[config.mk]
export PLATFORM = sky130hd
export DESIGN_NAME = mc_ctrl_flat
export DESIGN_NICKNAME = d
export VERILOG_FILES = /design/src/rtl/mc_ctrl_pkg.sv /design/src/rtl/mc_ctrl_if.sv /design/src/rtl/mc_ctrl_decode.sv /design/src/rtl/mc_ctrl.sv /design/src/flat_wrapper.sv
export SDC_FILE = /design/constraint.sdc
export NUM_CORES = 1
export LEC_CHECK = 0
export CAP_MARGIN = 0
export CORE_ASPECT_RATIO = 0.8
export CORE_UTILIZATION = 45
export CTS_BUF_LIST = sky130_fd_sc_hd__clkbuf_16
export CTS_CLUSTER_SIZE = 30
export DETAILED_ROUTE_END_ITERATION = 10
export GPL_TIMING_DRIVEN = 0
export HOLD_SLACK_MARGIN = 0.1
export PLACE_DENSITY_LB_ADDON = 0.2
export SYNTH_ARGS = -nofsm -noshare
export SYNTH_HDL_FRONTEND = slang
export SYNTH_SLANG_ARGS = --single-unit
[constraint.sdc]
create_clock -name clk -period 4.8 [get_ports clk]
set_input_delay 0.72 -clock clk [delete_from_list [all_inputs] [get_ports clk]]
set_output_delay 0.72 -clock clk [all_outputs]
set_load 0.01 [all_outputs]
[src/rtl/mc_ctrl_pkg.sv]
// Shared encodings for the multi-cycle control unit: FSM states, instruction
// classes, RV32I opcodes, the 5-bit ALU opcode set and writeback selects.
package mc_ctrl_pkg;

  typedef enum logic [2:0] {
    ST_IF   = 3'd0,
    ST_ID   = 3'd1,
    ST_EX   = 3'd2,
    ST_MEM  = 3'd3,
    ST_WB   = 3'd4,
    ST_HALT = 3'd5
  } state_e;

  typedef enum logic [2:0] {
    CLS_R     = 3'd0,
    CLS_I     = 3'd1,
    CLS_LOAD  = 3'd2,
    CLS_STORE = 3'd3,
    CLS_BR    = 3'd4,
    CLS_LUI   = 3'd5,
    CLS_JAL   = 3'd6,
    CLS_ILL   = 3'd7
  } ins_class_e;

  localparam logic [6:0] OPC_R     = 7'b0110011;
  localparam logic [6:0] OPC_I     = 7'b0010011;
  localparam logic [6:0] OPC_LOAD  = 7'b0000011;
  localparam logic [6:0] OPC_STORE = 7'b0100011;
  localparam logic [6:0] OPC_BR    = 7'b1100011;
  localparam logic [6:0] OPC_LUI   = 7'b0110111;
  localparam logic [6:0] OPC_JAL   = 7'b1101111;

  localparam logic [4:0] ALU_ADD   = 5'b00000;
  localparam logic [4:0] ALU_AND   = 5'b00001;
  localparam logic [4:0] ALU_OR    = 5'b00010;
  localparam logic [4:0] ALU_XOR   = 5'b00011;
  localparam logic [4:0] ALU_SLL   = 5'b00100;
  localparam logic [4:0] ALU_SRL   = 5'b00101;
  localparam logic [4:0] ALU_SRA   = 5'b00110;
  localparam logic [4:0] ALU_SUB   = 5'b00111;
  localparam logic [4:0] ALU_LOAD  = 5'b01000;
  localparam logic [4:0] ALU_BEQ   = 5'b01001;
  localparam logic [4:0] ALU_SLT   = 5'b01010;
  localparam logic [4:0] ALU_STORE = 5'b10100;
  localparam logic [4:0] ALU_SLTU  = 5'b10101;

  localparam logic [1:0] WB_ALU = 2'd0;
  localparam logic [1:0] WB_MEM = 2'd1;
  localparam logic [1:0] WB_LUI = 2'd2;
  localparam logic [1:0] WB_PC4 = 2'd3;

  // ALU opcode for register/immediate arithmetic; only R-type may select sub.
  function automatic logic [4:0] arith_op(input logic [2:0] f3, input logic alt,
                                          input logic is_r);
    logic [4:0] op;
    case (f3)
      3'b000:  op = (is_r && alt) ? ALU_SUB : ALU_ADD;
      3'b001:  op = ALU_SLL;
      3'b010:  op = ALU_SLT;
      3'b011:  op = ALU_SLTU;
      3'b100:  op = ALU_XOR;
      3'b101:  op = alt ? ALU_SRA : ALU_SRL;
      3'b110:  op = ALU_OR;
      3'b111:  op = ALU_AND;
      default: op = ALU_ADD;
    endcase
    return op;
  endfunction

endpackage

[src/rtl/mc_ctrl_if.sv]
// Control-unit <-> datapath bundle. master = control unit, slave = datapath.
interface mc_ctrl_if;
  logic        run;
  logic [31:0] ins;
  logic        con;
  logic        ir_we;
  logic        pc_we;
  logic        pc_sel;
  logic        rf_we;
  logic        mem_we;
  logic [4:0]  alu_op;
  logic        alu_srcb;
  logic [1:0]  wb_sel;
  logic        halted;
  logic [31:0] instret;

  modport master (
    input  run, ins, con,
    output ir_we, pc_we, pc_sel, rf_we, mem_we, alu_op, alu_srcb, wb_sel,
           halted, instret
  );

  modport slave (
    output run, ins, con,
    input  ir_we, pc_we, pc_sel, rf_we, mem_we, alu_op, alu_srcb, wb_sel,
           halted, instret
  );
endinterface

[src/rtl/mc_ctrl_decode.sv]
// Combinational instruction decoder: classifies the instruction word and
// derives the ALU opcode and operand-B select. Results are latched by mc_ctrl.
module mc_decode
  import mc_ctrl_pkg::*;
(
  input  logic [31:0] ins,
  output ins_class_e  cls,
  output logic [4:0]  alu_op,
  output logic        alu_srcb
);

  logic unused_ins_s;
  assign unused_ins_s = ^{ins[31], ins[29:15], ins[11:7]};

  // Opcode -> class, funct3/ins[30] -> ALU opcode.
  always_comb begin
    cls      = CLS_ILL;
    alu_op   = ALU_ADD;
    alu_srcb = 1'b0;
    case (ins[6:0])
      OPC_R: begin
        cls    = CLS_R;
        alu_op = arith_op(ins[14:12], ins[30], 1'b1);
      end
      OPC_I: begin
        cls      = CLS_I;
        alu_op   = arith_op(ins[14:12], ins[30], 1'b0);
        alu_srcb = 1'b1;
      end
      OPC_LOAD: begin
        cls      = CLS_LOAD;
        alu_op   = ALU_LOAD;
        alu_srcb = 1'b1;
      end
      OPC_STORE: begin
        cls      = CLS_STORE;
        alu_op   = ALU_STORE;
        alu_srcb = 1'b1;
      end
      OPC_BR: begin
        case (ins[14:12])
          3'b000, 3'b001: begin cls = CLS_BR; alu_op = ALU_BEQ;  end
          3'b100, 3'b101: begin cls = CLS_BR; alu_op = ALU_SLT;  end
          3'b110, 3'b111: begin cls = CLS_BR; alu_op = ALU_SLTU; end
          default:        begin cls = CLS_ILL; alu_op = ALU_ADD; end
        endcase
      end
      OPC_LUI: cls = CLS_LUI;
      OPC_JAL: cls = CLS_JAL;
      default: cls = CLS_ILL;
    endcase
  end

endmodule

[src/rtl/mc_ctrl.sv]
// Multi-cycle control unit: walks the shared datapath through IF/ID/EX/MEM/WB,
// issues one-cycle write strobes and counts retired instructions.
module mc_ctrl
  import mc_ctrl_pkg::*;
(
  input  logic     clk,
  input  logic     rst,
  mc_ctrl_if.master bus
);

  state_e      state_r;
  ins_class_e  cls_r;
  ins_class_e  dec_cls_s;
  logic [2:0]  f3_r;
  logic [4:0]  alu_op_r;
  logic [4:0]  dec_alu_op_s;
  logic        alu_srcb_r;
  logic        dec_srcb_s;
  logic        pc_we_r;
  logic        pc_sel_r;
  logic        rf_we_r;
  logic        mem_we_r;
  logic        halted_r;
  logic [1:0]  wb_sel_r;
  logic [31:0] instret_r;
  logic        br_taken_s;
  logic        unused_f3_s;

  assign unused_f3_s = ^f3_r[2:1];

  mc_decode u_decode (
    .ins      (bus.ins),
    .cls      (dec_cls_s),
    .alu_op   (dec_alu_op_s),
    .alu_srcb (dec_srcb_s)
  );

  // Control FSM: strobes are set on the edge entering the state that owns them
  // and are cleared by default, so each is exactly one cycle wide.
  always_ff @(posedge clk or posedge rst) begin
    if (rst) begin
      state_r    <= ST_IF;
      cls_r      <= CLS_R;
      f3_r       <= 3'd0;
      alu_op_r   <= ALU_ADD;
      alu_srcb_r <= 1'b0;
      pc_we_r    <= 1'b0;
      pc_sel_r   <= 1'b0;
      rf_we_r    <= 1'b0;
      mem_we_r   <= 1'b0;
      wb_sel_r   <= WB_ALU;
      halted_r   <= 1'b0;
    end else begin
      pc_we_r  <= 1'b0;
      pc_sel_r <= 1'b0;
      rf_we_r  <= 1'b0;
      mem_we_r <= 1'b0;
      case (state_r)
        ST_IF: begin
          if (bus.run) state_r <= ST_ID;
          else         state_r <= ST_IF;
        end
        ST_ID: begin
          cls_r      <= dec_cls_s;
          f3_r       <= bus.ins[14:12];
          alu_op_r   <= dec_alu_op_s;
          alu_srcb_r <= dec_srcb_s;
          case (dec_cls_s)
            CLS_LUI: begin
              state_r  <= ST_WB;
              rf_we_r  <= 1'b1;
              pc_we_r  <= 1'b1;
              wb_sel_r <= WB_LUI;
            end
            CLS_JAL: begin
              state_r  <= ST_WB;
              rf_we_r  <= 1'b1;
              pc_we_r  <= 1'b1;
              pc_sel_r <= 1'b1;
              wb_sel_r <= WB_PC4;
            end
            CLS_BR: begin
              state_r <= ST_EX;
              pc_we_r <= 1'b1;
            end
            CLS_ILL: begin
              state_r    <= ST_HALT;
              halted_r   <= 1'b1;
              alu_op_r   <= ALU_ADD;
              alu_srcb_r <= 1'b0;
            end
            default: state_r <= ST_EX;
          endcase
        end
        ST_EX: begin
          case (cls_r)
            CLS_R, CLS_I: begin
              state_r  <= ST_WB;
              rf_we_r  <= 1'b1;
              pc_we_r  <= 1'b1;
              wb_sel_r <= WB_ALU;
            end
            CLS_LOAD: state_r <= ST_MEM;
            CLS_STORE: begin
              state_r  <= ST_MEM;
              mem_we_r <= 1'b1;
              pc_we_r  <= 1'b1;
            end
            default: begin
              state_r    <= ST_IF;
              alu_op_r   <= ALU_ADD;
              alu_srcb_r <= 1'b0;
            end
          endcase
        end
        ST_MEM: begin
          if (cls_r == CLS_LOAD) begin
            state_r  <= ST_WB;
            rf_we_r  <= 1'b1;
            pc_we_r  <= 1'b1;
            wb_sel_r <= WB_MEM;
          end else begin
            state_r    <= ST_IF;
            alu_op_r   <= ALU_ADD;
            alu_srcb_r <= 1'b0;
          end
        end
        ST_WB: begin
          state_r    <= ST_IF;
          wb_sel_r   <= WB_ALU;
          alu_op_r   <= ALU_ADD;
          alu_srcb_r <= 1'b0;
        end
        ST_HALT: state_r <= ST_HALT;
        default: state_r <= ST_IF;
      endcase
    end
  end

  // Retired-instruction counter: bumps on the edge that ends each pc_we pulse.
  always_ff @(posedge clk or posedge rst) begin
    if (rst)          instret_r <= 32'd0;
    else if (pc_we_r) instret_r <= instret_r + 32'd1;
    else              instret_r <= instret_r;
  end

  // The branch decision must be valid at the edge that writes the PC, which is
  // the end of EX; con only settles in EX, so it gates pc_sel in that one state.
  assign br_taken_s = (state_r == ST_EX) && (cls_r == CLS_BR) && (bus.con ^ f3_r[0]);

  assign bus.ir_we    = (state_r == ST_IF) && bus.run;
  assign bus.pc_we    = pc_we_r;
  assign bus.pc_sel   = pc_sel_r | br_taken_s;
  assign bus.rf_we    = rf_we_r;
  assign bus.mem_we   = mem_we_r;
  assign bus.alu_op   = alu_op_r;
  assign bus.alu_srcb = alu_srcb_r;
  assign bus.wb_sel   = wb_sel_r;
  assign bus.halted   = halted_r;
  assign bus.instret  = instret_r;

endmodule
[src/flat_wrapper.sv]
// flat-port wrapper written by rule: the top's interface ports become plain ports
module mc_ctrl_flat import mc_ctrl_pkg::*;
  (clk, rst, bus_run, bus_ins, bus_con, bus_ir_we, bus_pc_we, bus_pc_sel, bus_rf_we, bus_mem_we, bus_alu_op, bus_alu_srcb, bus_wb_sel, bus_halted, bus_instret);
  mc_ctrl_if bus_i ();
  input  logic clk;
  input  logic rst;
  input wire logic [$bits(bus_i.run)-1:0] bus_run;
  input wire logic [$bits(bus_i.ins)-1:0] bus_ins;
  input wire logic [$bits(bus_i.con)-1:0] bus_con;
  output wire logic [$bits(bus_i.ir_we)-1:0] bus_ir_we;
  output wire logic [$bits(bus_i.pc_we)-1:0] bus_pc_we;
  output wire logic [$bits(bus_i.pc_sel)-1:0] bus_pc_sel;
  output wire logic [$bits(bus_i.rf_we)-1:0] bus_rf_we;
  output wire logic [$bits(bus_i.mem_we)-1:0] bus_mem_we;
  output wire logic [$bits(bus_i.alu_op)-1:0] bus_alu_op;
  output wire logic [$bits(bus_i.alu_srcb)-1:0] bus_alu_srcb;
  output wire logic [$bits(bus_i.wb_sel)-1:0] bus_wb_sel;
  output wire logic [$bits(bus_i.halted)-1:0] bus_halted;
  output wire logic [$bits(bus_i.instret)-1:0] bus_instret;
  assign bus_i.run = bus_run;
  assign bus_i.ins = bus_ins;
  assign bus_i.con = bus_con;
  assign bus_ir_we = bus_i.ir_we;
  assign bus_pc_we = bus_i.pc_we;
  assign bus_pc_sel = bus_i.pc_sel;
  assign bus_rf_we = bus_i.rf_we;
  assign bus_mem_we = bus_i.mem_we;
  assign bus_alu_op = bus_i.alu_op;
  assign bus_alu_srcb = bus_i.alu_srcb;
  assign bus_wb_sel = bus_i.wb_sel;
  assign bus_halted = bus_i.halted;
  assign bus_instret = bus_i.instret;
  mc_ctrl u_core (.clk(clk), .rst(rst), .bus(bus_i));
endmodule
==> results.md <==
- Status: finished clean
- Pre-antenna DRT Iters: 4
- Worst path bufs/invs: 2
- Root Buffer: clkbuf_16
- Chip width: 88.2 µm
- Critical path startpoint: bus_con
- Post-synthesis register bit count: 52
- CP max stage cell: clkdlybuf4s50_1
- Wire per inst: 13.8 µm
- EDFF count, synth: 0
- Maximum clock insertion buffer count: 2
- IO Port Bufs: 57
- H-tree levels: 2
- Post-CTS sizing: 0
- Slew Limit Headroom: 0.647
- Initial antenna violation count: 0
- Post-route ant nets: 0
- Depth of the worst register-to-register path: 6
- Place WS: 1.94 ns
- Hold_sp: u_core.bus.halted
- Final hold violation count: 0
- Final Worst Setup Slack: 1.95 ns
- Max Cap Viol: 0
- Commonest non-fill, non-tap cell in the layout: clkdlybuf4s50_1
- Fmax: 351 MHz
- Die area: 6250 µm²
- Reg-to-reg startpoint: u_core.bus.instret[0]
- Setup TNS: 0 ns
- Power per cell area: 297 nW/µm²
- Prevailing post-synth register cell: dfrtp_1
- Cell Chain, Critical Path: clkdlybuf4s50_1 -> xor2_1 -> a41o_1 -> clkdlybuf4s50_1
- Setup-failing EPs final: 0
- DRT iter0 DRCs: 136
- Synthesized cell area: 2670 µm²
- N_diodes: 0
- Tcrit/Tclk final: 0.593
- CP Capture Type: output port
- Grt total ovfl: 0
- GPL Wtd Cong: 0.847
- Chip height: 70.9 µm
- Worst slew pin tran: 0.525 ns
- Seq/Total Area, Yosys: 0.487
- CTS buffer count: 5
- Async SR Flop Fraction: 1.00
- Peak supply drop: 0.143 mV
- Startpoint types: input pin
- Clock transition at path regs: 0.07 ns
- Syn_area_per_cell: 9.83 µm²
- I/O pin total: 82
- Hold Path Class: register to register
- # nets final: 374
- Fin area: 3510 µm²
- Yosys warning total: 0
- Mapped Cells: 272
- CP max stage delay: 0.53 ns
- Core box area: 5590 µm²
- Synth cell types: 46
- Top delay family on crit path: buffers and inverters
- Post-DP HPWL: 4250 µm
- Max-slew violation total from the final report: 0
- Vias per inst: 5.21
- Capture point of the critical path: bus_pc_sel
- Layout cells sized above 1: 0.0680
- WP data required: 4.08 ns
- Net Count, Synth: 309
- P_leak: 1.51 nW
- # hold bufs at CTS: 0
- Area growth syn-to-layout: 31.5%
- Pin count of the biggest net entering global routing: 42
- Initial Utilization: 0.478
- Reg-to-reg endpoint: u_core.bus.instret[28]
- Core Rows: 24
- Total track usage: 0.191
- Setup Skew: 0.00271 ns
- DRC: 0
- CP max FO: 1
- RSZ-0062 raised after global routing: false
- Crit path depth: 4
- R2r setup slk: 2.89 ns
- Placement Cell Area: 3360 µm²
- Number of global-route vias before repair: 1933
- Clk sinks: 52
- Total Wirelength: 5720 µm
- Most frequent CP cell: clkdlybuf4s50_1
- Most frequent cells in the layout: 57 x clkdlybuf4s50_1, 52 x dfrtp_1, 27 x nand2_1, 24 x xnor2_1, 20 x nor2_1
- Clk Latency, worst-skew pair: 0.29 ns
- Global-route wire length before repair: 9330 µm
- Critical path class: input pin to output port
- Fin crit period: 2.85 ns
- CP arrival: 2.13 ns
- CTS tree: built
- Vias: 2167
- Post-CTS Setup Bufs: 0
[area by class of cell]
| class | instances | area, µm² |
|---|---|---|
| Buffer | 13 | 62.6 |
| Clock buffer | 5 | 125 |
| Clock inverter | 3 | 27.5 |
| Fill cell | 481 | 2070 |
| Inverter | 7 | 26.3 |
| Multi-Input combinational cell | 200 | 1280 |
| Sequential cell | 52 | 1300 |
| Tap cell | 78 | 97.6 |
| Timing Repair Buffer | 58 | 591 |
[worst min-delay path by stage]
stage                     cells after the start                 to  slack, ns
after floorplan                               2     u_core.f3_r[0]       0.47
after global placement                        1  u_core.bus.halted       0.45
after detailed placement                      1  u_core.bus.halted       0.46
after CTS                                     1  u_core.bus.halted       0.48
after global routing                          1  u_core.bus.halted       0.49
final                                         1  u_core.bus.halted       0.48
[worst reg2reg max path: cells and delay by family (launching register included)]
kind | cells | cell delay (ns)
AND/OR/NAND/NOR | 4 | 0.99
flip-flops | 1 | 0.45
adder cells (fa/ha/maj) | 1 | 0.25
XOR/XNOR | 1 | 0.15
[per-stage QoR]
| step | util | power (mW) | cells | hold WS (ns) |
|---|---|---|---|---|
| global route | 0.629 | 1.10 | 416 | 0.491 |
| floorplan | - | 0.621 | 272 | 0.466 |
| detailed placement | 0.602 | 0.687 | 408 | 0.464 |
| finish | 0.629 | 1.04 | 416 | 0.475 |
| CTS | 0.629 | 1.05 | 416 | 0.479 |
| global placement | 0.598 | 0.679 | 407 | 0.445 |
[flip-flops by register name, indices dropped and copies added, names as in the netlist, 2 cells and up]
| name | cells |
|---|---|
| u_core.bus.instret | 32 |
| u_core.cls_r | 3 |
| u_core.bus.wb_sel | 2 |
| u_core.state_r | 3 |
| u_core.bus.alu_op | 5 |
[synthesized netlist by cell type (4+ instances only)]
library cell	number	area share
a21oi_1	12	0.022
nor2b_1	10	0.023
inv_1	7	0.0098
and2_1	4	0.0094
nand2_1	27	0.038
nor2_1	20	0.028
buf_2	5	0.0094
a22o_1	5	0.016
clkbuf_1	6	0.0084
nand3_1	15	0.028
o21ai_0	13	0.024
and3_1	4	0.0094
xnor2_1	24	0.079
xor2_1	9	0.029
nor3_1	5	0.0094
dfrtp_1	52	0.49
and4_1	6	0.020
nand4_1	9	0.021
[routing by layer]
metal,up-vias,share of wire,global-route usage
met3,5,0.033,0.0280
met5,-,0,0
met2,54,0.43,0.293
met1,1027,0.52,0.285
met4,0,0.0077,0.0430
li1,1081,-,-
[cell families (layout without fill, tap and decap cells)]
kind of cell    after synthesis  after routing  synth area share
fa+ha+maj                     1              1           0.00468
mux                           2              2           0.00796
simple gates                116            116             0.239
xor+xnor                     34             34             0.114
flops                        52             52             0.487
buf+inv                      20             86            0.0332
compound gates               47             47             0.114
[power by group]
part	total [mW]	switching, mW	internal (mW)
clock network	0.363	0.165	0.198
logic	0.186	0.111	0.0750
registers	0.493	0.0276	0.466
Note: power is estimated with default switching activity, not from simulation.
